--- config.mk ---
export PLATFORM = sky130hd
export DESIGN_NAME = program_loader
export DESIGN_NICKNAME = d
export VERILOG_FILES = /design/src/rtl/program_loader.sv
export SDC_FILE = /design/constraint.sdc
export NUM_CORES = 1
export LEC_CHECK = 0
export CAP_MARGIN = 20
export CORE_MARGIN = 5
export CORE_UTILIZATION = 48
export CTS_CLUSTER_SIZE = 10
export DETAILED_ROUTE_END_ITERATION = 6
export HOLD_SLACK_MARGIN = 0.1
export PLACE_DENSITY = 0.78
export SLEW_MARGIN = 20
export SYNTH_ARGS = -nofsm -noshare
export SYNTH_HDL_FRONTEND = slang
export SYNTH_SLANG_ARGS = --single-unit
--- constraint.sdc ---
create_clock -name clk -period 2.85 [get_ports clk]
set_clock_uncertainty 0.15 [all_clocks]
set_input_delay 0.285 -clock clk [delete_from_list [all_inputs] [get_ports clk]]
set_output_delay 0.285 -clock clk [all_outputs]
set_load 0.1 [all_outputs]
--- src/rtl/program_loader.sv ---
// Streams a length-prefixed, big-endian word image into program memory while holding the CPU in reset.
// Define LOADER_CHECKSUM_EN to require a trailing XOR checksum byte before the load is accepted.
module program_loader #(
    parameter int          MEMORY_DEPTH = 100,
    parameter logic [31:0] BASE_ADDRESS = 32'h0000_0000
) (
    input  logic        clk,
    input  logic        reset,
    input  logic        start,
    input  logic        byte_valid,
    input  logic [7:0]  byte_data,
    output logic        byte_ready,
    output logic        mem_we,
    output logic [31:0] mem_addr,
    output logic [31:0] mem_wdata,
    output logic        cpu_reset,
    output logic        done,
    output logic        error
);

    typedef enum logic [2:0] {
        IDLE,
        LEN_HI,
        LEN_LO,
        DATA,
        WRITE,
`ifdef LOADER_CHECKSUM_EN
        CSUM,
`endif
        DONE,
        ERROR
    } state_t;

    localparam logic [31:0] DEPTH_32 = 32'(MEMORY_DEPTH);

`ifdef LOADER_CHECKSUM_EN
    localparam state_t FINISH_STATE = CSUM;
`else
    localparam state_t FINISH_STATE = DONE;
`endif

    state_t      r_state;
    state_t      w_state_next;
    logic [15:0] r_len;
    logic [31:0] r_index;
    logic [31:0] r_word;
    logic [1:0]  r_byte_cnt;
    logic        w_accept;
    logic [15:0] w_len_full;
    logic [31:0] w_index_inc;
`ifdef LOADER_CHECKSUM_EN
    logic [7:0]  r_csum;
`endif

    assign byte_ready = (r_state == LEN_HI) || (r_state == LEN_LO) || (r_state == DATA)
`ifdef LOADER_CHECKSUM_EN
                        || (r_state == CSUM)
`endif
                        ;
    assign w_accept    = byte_valid && byte_ready;
    assign w_len_full  = {r_len[15:8], byte_data};
    assign w_index_inc = r_index + 32'd1;

    assign mem_we    = (r_state == WRITE);
    assign mem_addr  = BASE_ADDRESS + (r_index << 2);
    assign mem_wdata = r_word;
    assign cpu_reset = (r_state != DONE);
    assign done      = (r_state == DONE);
    assign error     = (r_state == ERROR);

    always_comb begin
        w_state_next = r_state;
        case (r_state)
            IDLE: begin
                if (start) w_state_next = LEN_HI;
            end
            LEN_HI: begin
                if (w_accept) w_state_next = LEN_LO;
            end
            LEN_LO: begin
                // The depth check here is what keeps every write address inside the memory.
                if (w_accept) begin
                    if (w_len_full == 16'd0)
                        w_state_next = FINISH_STATE;
                    else if ({16'd0, w_len_full} > DEPTH_32)
                        w_state_next = ERROR;
                    else
                        w_state_next = DATA;
                end
            end
            DATA: begin
                if (w_accept && (r_byte_cnt == 2'd3)) w_state_next = WRITE;
            end
            WRITE: begin
                if (w_index_inc == {16'd0, r_len})
                    w_state_next = FINISH_STATE;
                else
                    w_state_next = DATA;
            end
`ifdef LOADER_CHECKSUM_EN
            CSUM: begin
                if (w_accept) w_state_next = (byte_data == r_csum) ? DONE : ERROR;
            end
`endif
            DONE, ERROR: begin
                if (start) w_state_next = LEN_HI;
            end
            default: w_state_next = IDLE;
        endcase
    end

    always_ff @(posedge clk) begin
        if (reset) begin
            r_state    <= IDLE;
            r_len      <= 16'd0;
            r_index    <= 32'd0;
            r_word     <= 32'd0;
            r_byte_cnt <= 2'd0;
`ifdef LOADER_CHECKSUM_EN
            r_csum     <= 8'd0;
`endif
        end else begin
            r_state <= w_state_next;
            case (r_state)
                IDLE, DONE, ERROR: begin
                    if (start) begin
                        r_index    <= 32'd0;
                        r_byte_cnt <= 2'd0;
`ifdef LOADER_CHECKSUM_EN
                        r_csum     <= 8'd0;
`endif
                    end
                end
                LEN_HI: begin
                    if (w_accept) r_len[15:8] <= byte_data;
                end
                LEN_LO: begin
                    if (w_accept) r_len[7:0] <= byte_data;
                end
                DATA: begin
                    // The byte counter wraps to zero on the 4th byte, ready for the next word.
                    if (w_accept) begin
                        r_word     <= {r_word[23:0], byte_data};
                        r_byte_cnt <= r_byte_cnt + 2'd1;
`ifdef LOADER_CHECKSUM_EN
                        r_csum     <= r_csum ^ byte_data;
`endif
                    end
                end
                WRITE: begin
                    r_index <= w_index_inc;
                end
                default: begin
                end
            endcase
        end
    end

endmodule

==> results.tsv <==
metric	value	unit
fillers	943	
tightest_slew	0.789	ns
grt_usage	23.0	%
antenna_found_initial	0	
gp_congestion	0.907	
initial_utilization	48.8	%
max_slew_margin	47.4	%
firstDrtPassIters	4	
insertedDiodeCount	0	
holdCritPathClass	register to register	
drc	0	
min_period_over_period	94.4	%
cp.required	2.93	ns
areaGrowthSynthToFinish	18.1	%
ant_nets	0	
row_count	36	
die_h	109	um
synthAdderAreaFrac	0.742	%
wl	13.3	mm
setup-tns-final	0	ns
synthArstFlopShare	0	%
clk_latency	0.37	ns
cts_tree	built	
hold_ws	0.310	ns
grt_overflow_total	0	
drive_above_1_share	18.1	%
ff_latch_area	1700	um2
critical_path_class	register to register	
vias	4701	
cts.path.max_buffers	2	
final_area	5580	um2
final-setup-viol-count	0	
dieArea	11900	um2
startpoint_type	register	
hp-start	mem_wdata[26]$_SDFFE_PP0P_	
synth_top_family_by_area	simple AND/OR/NAND/NOR gates	
outcome	finished, final reports clean	
htreeDepth	3	
syn_area_per_cell	7.26	um2
syn_area	4720	um2
synthFlopType	dfxtp_1	
coreArea	9680	um2
drv_slew	0	
cts_hold_buf	0	
wl_per_cell	15.9	um
dpl.hpwl	9.68	mm
yosys_warnings	0	
cp.arrival	2.77	ns
min_period	2.69	ns
grt_max_degree	46	
synthTopCellsByCount	nand2_1, dfxtp_1, a21oi_1	
hold_viol	0	
worstSetupStartpoint	r_index[0]$_SDFFE_PP0P_	
synth-compound-area-share	19.8	%
grt_pass1_wl	21.7	mm
r2r-end	r_state[1]$_SDFFE_PP0P_	
ys_types	50	
max-vdd-ir-drop	0.000703	V
cp_max_fo	6	
yosys.area.top_type_share	36.0	%
critPathCapture	r_state[1]$_SDFFE_PP0P_	
r2r_setup_slack	0.16	ns
synthCells	650	
synth_edf_count	0	
ys_seq_area_share	36.0	%
root_buffer	clkbuf_8	
synth-simple-area-share	28.0	%
top_level_ports	81	
synth_xor_xnor_area_share	5.01	%
cts_buffers	9	
dieWidth	109	um
grt_pass1_vias	4487	
powerDensity	579	nW/um2
multi_input_area	2560	um2
muxShareOfSynthArea	0.424	%
rsz0062_at_grt	false	
yosysTopAreaCell	dfxtp_1	
synth_seq_cells	85	
synth_area_leaders	dfxtp_1, nand2_1, a21oi_1	
cap_violations	0	
port_buffers	78	
drtIter0Drc	261	
p_leak	2.09	nW
fmax	0.372	GHz
fin_nets	709	
reg2reg_from	r_index[0]$_SDFFE_PP0P_	
worst_setup_path_end_kind	register	
rr_worst_depth	8	
clk_pin_slew	0.10	ns
placedInstanceArea	5370	um2
via_per_inst	5.64	
numClockSinks	85	
yosys.cell_count.top_type	nand2_1	
-- logic make-up after synthesis --
| kind of cell | after synthesis |
|---|---|
| other | 1 |
| buffers and inverters | 91 |
| AO/OA/AOI/OAI | 159 |
| XOR/XNOR | 27 |
| multiplexers | 2 |
| adder cells (fa/ha/maj) | 3 |
| flip-flops | 85 |
| AND/OR/NAND/NOR | 282 |
-- what timing repair did --
action,4_1_cts,5_1_grt
gates resized for setup,0,1
setup buffers,0,0
setup endpoints to repair,0,1
-- how the worst min path moves through the flow --
stage | end | depth (start not counted)
after global routing | mem_wdata[30]$_SDFFE_PP0P_ | 2
after CTS | mem_wdata[26]$_SDFFE_PP0P_ | 2
after global placement | r_byte_cnt[1]$_SDFFE_PP0P_ | 2
after floorplan | r_len[7]$_SDFFE_PP0P_ | 2
after detailed placement | mem_wdata[26]$_SDFFE_PP0P_ | 2
final | mem_wdata[26]$_SDFFE_PP0P_ | 2
-- registers in the layout, indices dropped and copies added, names as in the netlist --
name        flops
r_len          16
r_index        32
mem_wdata      32
r_state         3
r_byte_cnt      2
-- placed cells by master (no fill, tap or decap), drive strengths merged, types with 8 or more instances in the layout --
cell type,count
a21oi,82
nor4,13
nand3,27
a311oi,8
buf,104
dfxtp,85
clkbuf,9
nand4,12
and3,10
inv,13
clkdlybuf4s50,10
nor3,13
nor2,49
xnor2,20
a31oi,12
o21ai,29
nand2,129
-- worst max-delay path: stages, from the launching register on --
cell and delay, ns:
dfxtp_1 0.35, ha_1 0.23, nand3_1 0.12, or4_4 0.48
or4_1 0.49, xor2_1 0.17, nand3_1 0.10, nor4_2 0.31
a311oi_1 0.16
-- metal layers --
| metal | part of all wire (%) | up-vias | wire, um | global-route usage [%] |
|---|---|---|---|---|
| met5 | 0 | - | 0 | 0 |
| met4 | 1.6 | 0 | 214 | 8.46 |
| met3 | 6.4 | 19 | 844 | 3.26 |
| met2 | 48 | 150 | 6420 | 38.3 |
| met1 | 44 | 2203 | 5810 | 30.1 |
| li1 | - | 2329 | - | - |
-- area by class of cell --
type	count	area share, %
multi-input combinational	475	46.0
sequential	85	30.5
timing repair buffer	114	16.2
tap	133	2.98
clock buffer	9	2.22
clock inverter	7	1.44
inverter	10	0.673
-- per-stage QoR --
step / std cells / total power, mW / setup slack [ns] / util [%]
after floorplan: 651 / 2.04 / 0.181 / -
after global placement: 817 / 2.32 / 0.198 / 55.5
after detailed placement: 817 / 2.33 / 0.129 / 55.5
after CTS: 833 / 3.24 / 0.101 / 57.6
after global routing: 833 / 3.39 / 0.0546 / 57.6
final: 833 / 3.23 / 0.160 / 57.6
-- power by group --
group,internal (mW),switching (mW)
Combinational,0.331,0.677
Sequential,1.24,0.0813
Clock,0.417,0.486
Power figures use the tool's default switching activity.
